### src/rtl/adder_tree_accum_pkg.sv
// Shared constants and elaboration-time helpers for adder_tree_accum.
// sat_max/sat_min are only referenced when ADDER_TREE_ACCUM_SAT_EN is defined.
package adder_tree_accum_pkg;

  localparam int BUF_DEPTH = 2;
  localparam int SAT_W     = 64;

  typedef enum logic [1:0] {
    SAT_NONE,
    SAT_HI,
    SAT_LO
  } sat_e;

  function automatic int clog2(input int value);
    int result;
    result = 0;
    for (int v = value - 1; v > 0; v = v >> 1) begin
      result++;
    end
    return result;
  endfunction

  // Clamp values are returned at SAT_W bits; callers truncate to their width.
  function automatic logic [SAT_W-1:0] sat_max(input int acc_bits, input int sign_ext);
    if (sign_ext != 0) return (SAT_W'(1) << (acc_bits - 1)) - SAT_W'(1);
    return (SAT_W'(1) << acc_bits) - SAT_W'(1);
  endfunction

  function automatic logic [SAT_W-1:0] sat_min(input int acc_bits, input int sign_ext);
    if (sign_ext != 0) return ~((SAT_W'(1) << (acc_bits - 1)) - SAT_W'(1));
    return '0;
  endfunction

endpackage

### src/rtl/adder_tree_accum_buf.sv
// Two-entry output FIFO with a registered head; head reads 0 when empty.
// A push into a full buffer is ignored unless a pop happens in the same cycle.
module adder_tree_accum_buf
  import adder_tree_accum_pkg::*;
#(
  parameter int WIDTH = 31
) (
  input  logic             clk,
  input  logic             rst_n,
  input  logic             push,
  input  logic [WIDTH-1:0] push_data,
  input  logic             pop,
  output logic [WIDTH-1:0] head,
  output logic             valid,
  output logic             full
);

  localparam int FILL_BITS = clog2(BUF_DEPTH + 1);
  localparam logic [FILL_BITS-1:0] FILL_ONE  = FILL_BITS'(1);
  localparam logic [FILL_BITS-1:0] FILL_FULL = FILL_BITS'(BUF_DEPTH);

  logic [FILL_BITS-1:0] fill_q, fill_d;
  logic [WIDTH-1:0]     head_q, head_d;
  logic [WIDTH-1:0]     tail_q, tail_d;
  logic                 pop_ok, push_ok;

  assign valid   = (fill_q != '0);
  assign full    = (fill_q == FILL_FULL);
  assign head    = head_q;
  assign pop_ok  = pop && valid;
  assign push_ok = push && (!full || pop_ok);

  always_comb begin
    // NOTE: every output of this block gets a default first, so no path leaves one unassigned (no latch).
    fill_d = fill_q;
    head_d = head_q;
    tail_d = tail_q;
    case ({push_ok, pop_ok})
      2'b10: begin
        if (fill_q == '0) head_d = push_data;
        else              tail_d = push_data;
        fill_d = fill_q + FILL_ONE;
      end
      2'b01: begin
        head_d = (fill_q == FILL_FULL) ? tail_q : '0;
        tail_d = '0;
        fill_d = fill_q - FILL_ONE;
      end
      2'b11: begin
        if (fill_q == FILL_ONE) begin
          head_d = push_data;
        end else begin
          head_d = tail_q;
          tail_d = push_data;
        end
      end
      default: ;
    endcase
  end

  // NOTE: the data entries are reset too, because out_data must read 0 right after reset.
  always_ff @(posedge clk or negedge rst_n) begin
    if (!rst_n) begin
      fill_q <= '0;
      head_q <= '0;
      tail_q <= '0;
    end else begin
      // NOTE: state registers use non-blocking assignment so all flops update together at the edge.
      fill_q <= fill_d;
      head_q <= head_d;
      tail_q <= tail_d;
    end
  end

endmodule

### src/rtl/adder_tree_accum.sv
// Frame accumulator behind adder_tree: sums ACC_LEN valid words, buffers results.
// Optional build macro ADDER_TREE_ACCUM_SAT_EN: saturating sum instead of modulo wrap.
module adder_tree_accum
  import adder_tree_accum_pkg::*;
#(
  parameter int IN_BITS  = 29,
  parameter int ACC_LEN  = 4,
  parameter int ACC_BITS = 31,
  parameter int SIGN_EXT = 1
) (
  input  logic                clk,
  input  logic                rst_n,
  input  logic [IN_BITS-1:0]  in_word,
  input  logic                in_valid,
  input  logic                clear,
  output logic [ACC_BITS-1:0] out_data,
  output logic                out_valid,
  input  logic                out_ready,
  output logic                overflow
);

  localparam int CNT_BITS = (ACC_LEN > 1) ? clog2(ACC_LEN) : 1;
  localparam logic [CNT_BITS-1:0] LAST    = CNT_BITS'(ACC_LEN - 1);
  localparam logic [ACC_BITS-1:0] HI_MASK = ~ACC_BITS'({IN_BITS{1'b1}});

  logic [CNT_BITS-1:0] count_q, count_eff;
  logic [ACC_BITS-1:0] acc_q, ext_word, base, sum;
  logic                overflow_q;
  logic                frame_start, push, pop, drop, buf_full;

  always_comb begin
    ext_word = ACC_BITS'(in_word);
    if ((SIGN_EXT != 0) && in_word[IN_BITS-1]) ext_word = ext_word | HI_MASK;
  end

  // A clear restarts the frame in the same cycle, so the incoming word is word 0.
  assign frame_start = clear || (count_q == '0);
  assign count_eff   = clear ? '0 : count_q;
  assign base        = frame_start ? '0 : acc_q;

`ifdef ADDER_TREE_ACCUM_SAT_EN
  localparam logic [ACC_BITS-1:0] SAT_MAX = ACC_BITS'(sat_max(ACC_BITS, SIGN_EXT));
  localparam logic [ACC_BITS-1:0] SAT_MIN = ACC_BITS'(sat_min(ACC_BITS, SIGN_EXT));

  logic [ACC_BITS:0] wide;
  logic              base_msb, word_msb, over_hi, over_lo;
  sat_e              sat_q, sat_next;

  assign base_msb = (SIGN_EXT != 0) && base[ACC_BITS-1];
  assign word_msb = (SIGN_EXT != 0) && ext_word[ACC_BITS-1];
  assign wide     = {base_msb, base} + {word_msb, ext_word};

  always_comb begin
    over_hi = 1'b0;
    over_lo = 1'b0;
    if (SIGN_EXT != 0) begin
      over_hi = !wide[ACC_BITS] &&  wide[ACC_BITS-1];
      over_lo =  wide[ACC_BITS] && !wide[ACC_BITS-1];
    end else begin
      over_hi = wide[ACC_BITS];
    end
  end

  // Once clamped, the frame stays clamped until it ends.
  always_comb begin
    sat_next = SAT_NONE;
    if (!frame_start && (sat_q != SAT_NONE)) sat_next = sat_q;
    else if (over_hi)                        sat_next = SAT_HI;
    else if (over_lo)                        sat_next = SAT_LO;
    case (sat_next)
      SAT_HI:  sum = SAT_MAX;
      SAT_LO:  sum = SAT_MIN;
      default: sum = wide[ACC_BITS-1:0];
    endcase
  end

  always_ff @(posedge clk or negedge rst_n) begin
    if (!rst_n)        sat_q <= SAT_NONE;
    else if (in_valid) sat_q <= sat_next;
  end
`else
  assign sum = base + ext_word;
`endif

  assign push = in_valid && (count_eff == LAST);
  assign pop  = out_valid && out_ready;
  assign drop = push && buf_full && !pop;

  always_ff @(posedge clk or negedge rst_n) begin
    if (!rst_n) begin
      count_q    <= '0;
      acc_q      <= '0;
      overflow_q <= 1'b0;
    end else begin
      if (in_valid)   count_q <= push ? '0 : count_eff + 1'b1;
      else if (clear) count_q <= '0;

      if (in_valid && !push) acc_q <= sum;

      if (drop)       overflow_q <= 1'b1;
      else if (clear) overflow_q <= 1'b0;
    end
  end

  assign overflow = overflow_q;

  adder_tree_accum_buf #(
    .WIDTH(ACC_BITS)
  ) u_buf (
    .clk      (clk),
    .rst_n    (rst_n),
    .push     (push),
    .push_data(sum),
    .pop      (pop),
    .head     (out_data),
    .valid    (out_valid),
    .full     (buf_full)
  );

endmodule

### config.mk
export PLATFORM = sky130hd
export DESIGN_NAME = adder_tree_accum
export DESIGN_NICKNAME = d
export VERILOG_FILES = /design/src/rtl/adder_tree_accum_pkg.sv /design/src/rtl/adder_tree_accum_buf.sv /design/src/rtl/adder_tree_accum.sv
export SDC_FILE = /design/constraint.sdc
export NUM_CORES = 1
export LEC_CHECK = 0
export ABC_AREA = 1
export BUFFER_PORTS_ARGS = -buffer_cell sky130_fd_sc_hd__buf_4
export CAP_MARGIN = 25
export CORE_UTILIZATION = 42
export CTS_BUF_LIST = sky130_fd_sc_hd__clkbuf_4
export DETAILED_ROUTE_END_ITERATION = 12
export PLACE_DENSITY = 0.6
export SLEW_MARGIN = 20
export SYNTH_ARGS = -nofsm -noshare
export SYNTH_HDL_FRONTEND = slang
export SYNTH_SLANG_ARGS = --single-unit
export TNS_END_PERCENT = 100
### constraint.sdc
create_clock -name clk -period 3.54 [get_ports clk]
set_input_delay 0.531 -clock clk [delete_from_list [all_inputs] [get_ports clk]]
set_output_delay 0.531 -clock clk [all_outputs]
set_load 0.01 [all_outputs]
==> impl_results.md <==
- Layout cells sized above 1: 0.109
- Worst setup path start: count_q[0]
- Fin cells: 1188
- DRC Markers: 6
- Critical Path RT: about 3.9 ns
- Synth top area share: 0.382
- Max-slew violation count: 0
- Die area: 15800 sq um
- Initial antenna violation count: 1
- Final worst path period share: 0.850
- # rows: 44
- Crit. End Element: flip-flop
- Final hold viol count: 0
- Top cells by area, synth: dfrtp_1, nand2_1, inv_1, ha_1, nand3_1
- Antenna Nets Post-Route: 0
- Post-layout minimum cycle time: 3.01 ns
- Initial Util: 0.437
- Reg clk slew, reported paths: about 0.15 ns
- Slew Limit Headroom: 0.557
- Hold WS: ~0.035 ns
- Syn avg cell area: 6.95 sq um
- Failing checks: DRC
- Worst r2r src: count_q[0]
- I/O Pins: 67
- Area Overhead vs Synth: 15.4%
- Most frequent cells in the layout: nand2_1, inv_1, dfrtp_1
- DRT Wirelength: between 15 and 20 mm
- GR Overflow Total: 0
- Avg WL per Cell: roughly 15 microns
- DP HPWL: approximately 14 mm
- Overall power: just under 5 mW
- Syn Nets: around 990
- GPL Wtd Cong: 0.913
- Cell variety after synth: 36
- Height of the chip: 126 microns
- Cell area after layout: roughly 7400 sq um
- Final setup viols: 0
- Switching power: between 2 and 2.5 mW
- Final TNS setup: 0 ns
- Die X: approximately 130 microns
- Worst Setup Start Kind: flip-flop
- Sequential-to-total area share from yosys stat: 0.382
- WS Path Type: flip-flop to flip-flop
- Hold bufs inserted after CTS: 0
- Detailed Route Iter0 Violations: between 400 and 500
- Worst slew pin tran: ~0.66 ns
- CTS tree: built
- Setup slack after placement: ~0.24 ns
- Buffers on Ports: between 60 and 70
- Status: complete, but fails checks
- Combinational share of power: 0.478
- Critical Path AT: 3.40 ns
- Placed cells: roughly 1.2k
- Post-synth EDFFs: 0
- Largest net degree at the start of global routing: 43
- Final core utilization: 0.504
- Synthesis-stage register bit count: about 100
- Ys flop type: dfrtp_1
- R2r worst-path depth: 14
- Area leader, netlist: dfrtp_1
- Tot GR Track Use: 0.242
- H-tree Lvls: 3
- Hold Path Class: primary input to async pin
- Max clock buf depth: 2
- R2r endpoint: u_buf.head[20]
- Pre-Repair DR Iteration Count: 9
- Lkg Pwr: just over 4 nW
- Final nets: approximately 1.1k
- FMAX: approximately 330 MHz
- CTS resizes: 0
- Yosys warning total: 0
- Core area: between 10000 and 15000 sq um
- Clk sinks: 98
- Synthesized instance count: between 900 and 1k
- Worst VDD drop: ~0.28 mV
- P_int: approximately 2.8 mW
- Root Buffer: clkbuf_4
- Vias in the first global route: about 5.7k
- Placed Area: 7200 sq um
- CP Capture Point: u_buf.head[20]
- Skew-Pair Late Insertion Delay: roughly 0.46 ns
- Commonest non-fill, non-tap cell in the layout: nand2_1
- Detailed-route vias per instance: between 5 and 6
- Critical Path Fanout Max: 15
- Max Cap Viol: 0
- Synth async-reset ratio: 1.00
- Setup Buffers After CTS: 0
- Sequential group share of total power: 0.368
- Part of the power in the clock network: 0.155
- Switching Share: 0.419
- RSZ-0062 raised after global routing: no
- Final Skew: about 0.022 ns
- # fillers: 1545
- Pwr per Cell Area: approximately 650 nW/um^2
- Cts bufs inserted: 9
- Vias: between 5k and 6k
- First-pass GRT wire length: a little under 30 mm
- Flop2flop setup slack: roughly 0.53 ns
- Worst Slack Setup Final: 0.532 ns
- Mapped Area: 6420 sq um
[worst min-delay path by stage]
stage / endpoint / cells past startpoint / slack [ns] / start
final: u_buf.head[3] / 1 / 0.03 / rst_n
after global routing: u_buf.tail_q[7] / 1 / 0.04 / rst_n
after CTS: u_buf.head[12] / 1 / 0.02 / rst_n
after detailed placement: u_buf.tail_q[16] / 2 / 0.47 / u_buf.tail_q[16]
after global placement: u_buf.tail_q[16] / 2 / 0.46 / u_buf.tail_q[16]
after floorplan: acc_q[0] / 0 / 0.24 / rst_n
[logic make-up after synthesis]
| family | synth area share |
|---|---|
| simple gates | 0.289 |
| compound gates | 0.118 |
| flops | 0.382 |
| buf+inv | 0.117 |
| fa+ha+maj | 0.0694 |
| xor+xnor | 0.0246 |
[sequential cells by signal, indices dropped and copies added, names as in the netlist]
name / flops
u_buf.head: 31
count_q: 2
acc_q: 31
u_buf.tail_q: 31
overflow: 1
u_buf.fill_q: 2
[routing by layer]
metal / up-vias / part of all wire / track usage
met3: 12 / 0.061 / 0.0297
met2: 176 / 0.41 / 0.360
met1: 2718 / 0.52 / 0.370
met5: - / 0 / 0
li1: 3041 / - / -
met4: 0 / 0.0098 / 0.0638
[final cells by class]
cell class	count	area, sq um	share of cell area
clock buffers	10	75.1	0.0101
inverters	174	658	0.0888
diodes	1	2.50	0.000338
multi-input cells	632	3220	0.434
clock inverters	5	103	0.0138
flip-flops and latches	98	2450	0.331
well taps	184	230	0.0311
repair buffers	84	671	0.0905
[synth_stat cells, types with 5 or more instances]
cell type,n
nor3_1,7
clkbuf_1,14
a21oi_1,31
o221ai_1,6
ha_1,34
o21ai_0,56
nand3_1,66
xnor2_1,12
nor2_1,85
o211ai_1,6
nand2_1,277
o21bai_1,6
dfrtp_1,98
o22ai_1,12
inv_1,169
nand4_1,5
xor2_1,6
[critical path, cell delays in order, from the launching register on]
cell and delay (ns):
dfrtp_1 0.39, nand2_1 0.11, nand2_1 0.12, inv_1 0.32
buf_4 0.29, nor2_1 0.08, ha_1 0.36, nand2_1 0.12
nor2_1 0.17, inv_1 0.08, nor3_1 0.29, nand3_1 0.18
nand4_1 0.17, nand3_1 0.12, a21oi_1 0.13
[power by group through the flow]
| stage | sequential [mW] | clock [mW] | combinational, mW |
|---|---|---|---|
| 5_1_grt | 1.82 | 0.792 | 2.59 |
| 4_1_cts | 1.77 | 0.757 | 2.29 |
| 3_3_place_gp | 1.78 | 0 | 2.27 |
| 3_5_place_dp | 1.79 | 0 | 2.29 |
| 2_1_floorplan | 1.81 | 0 | 1.40 |
| 6_report | 1.77 | 0.743 | 2.30 |
Note: power is estimated with default switching activity, not from simulation.
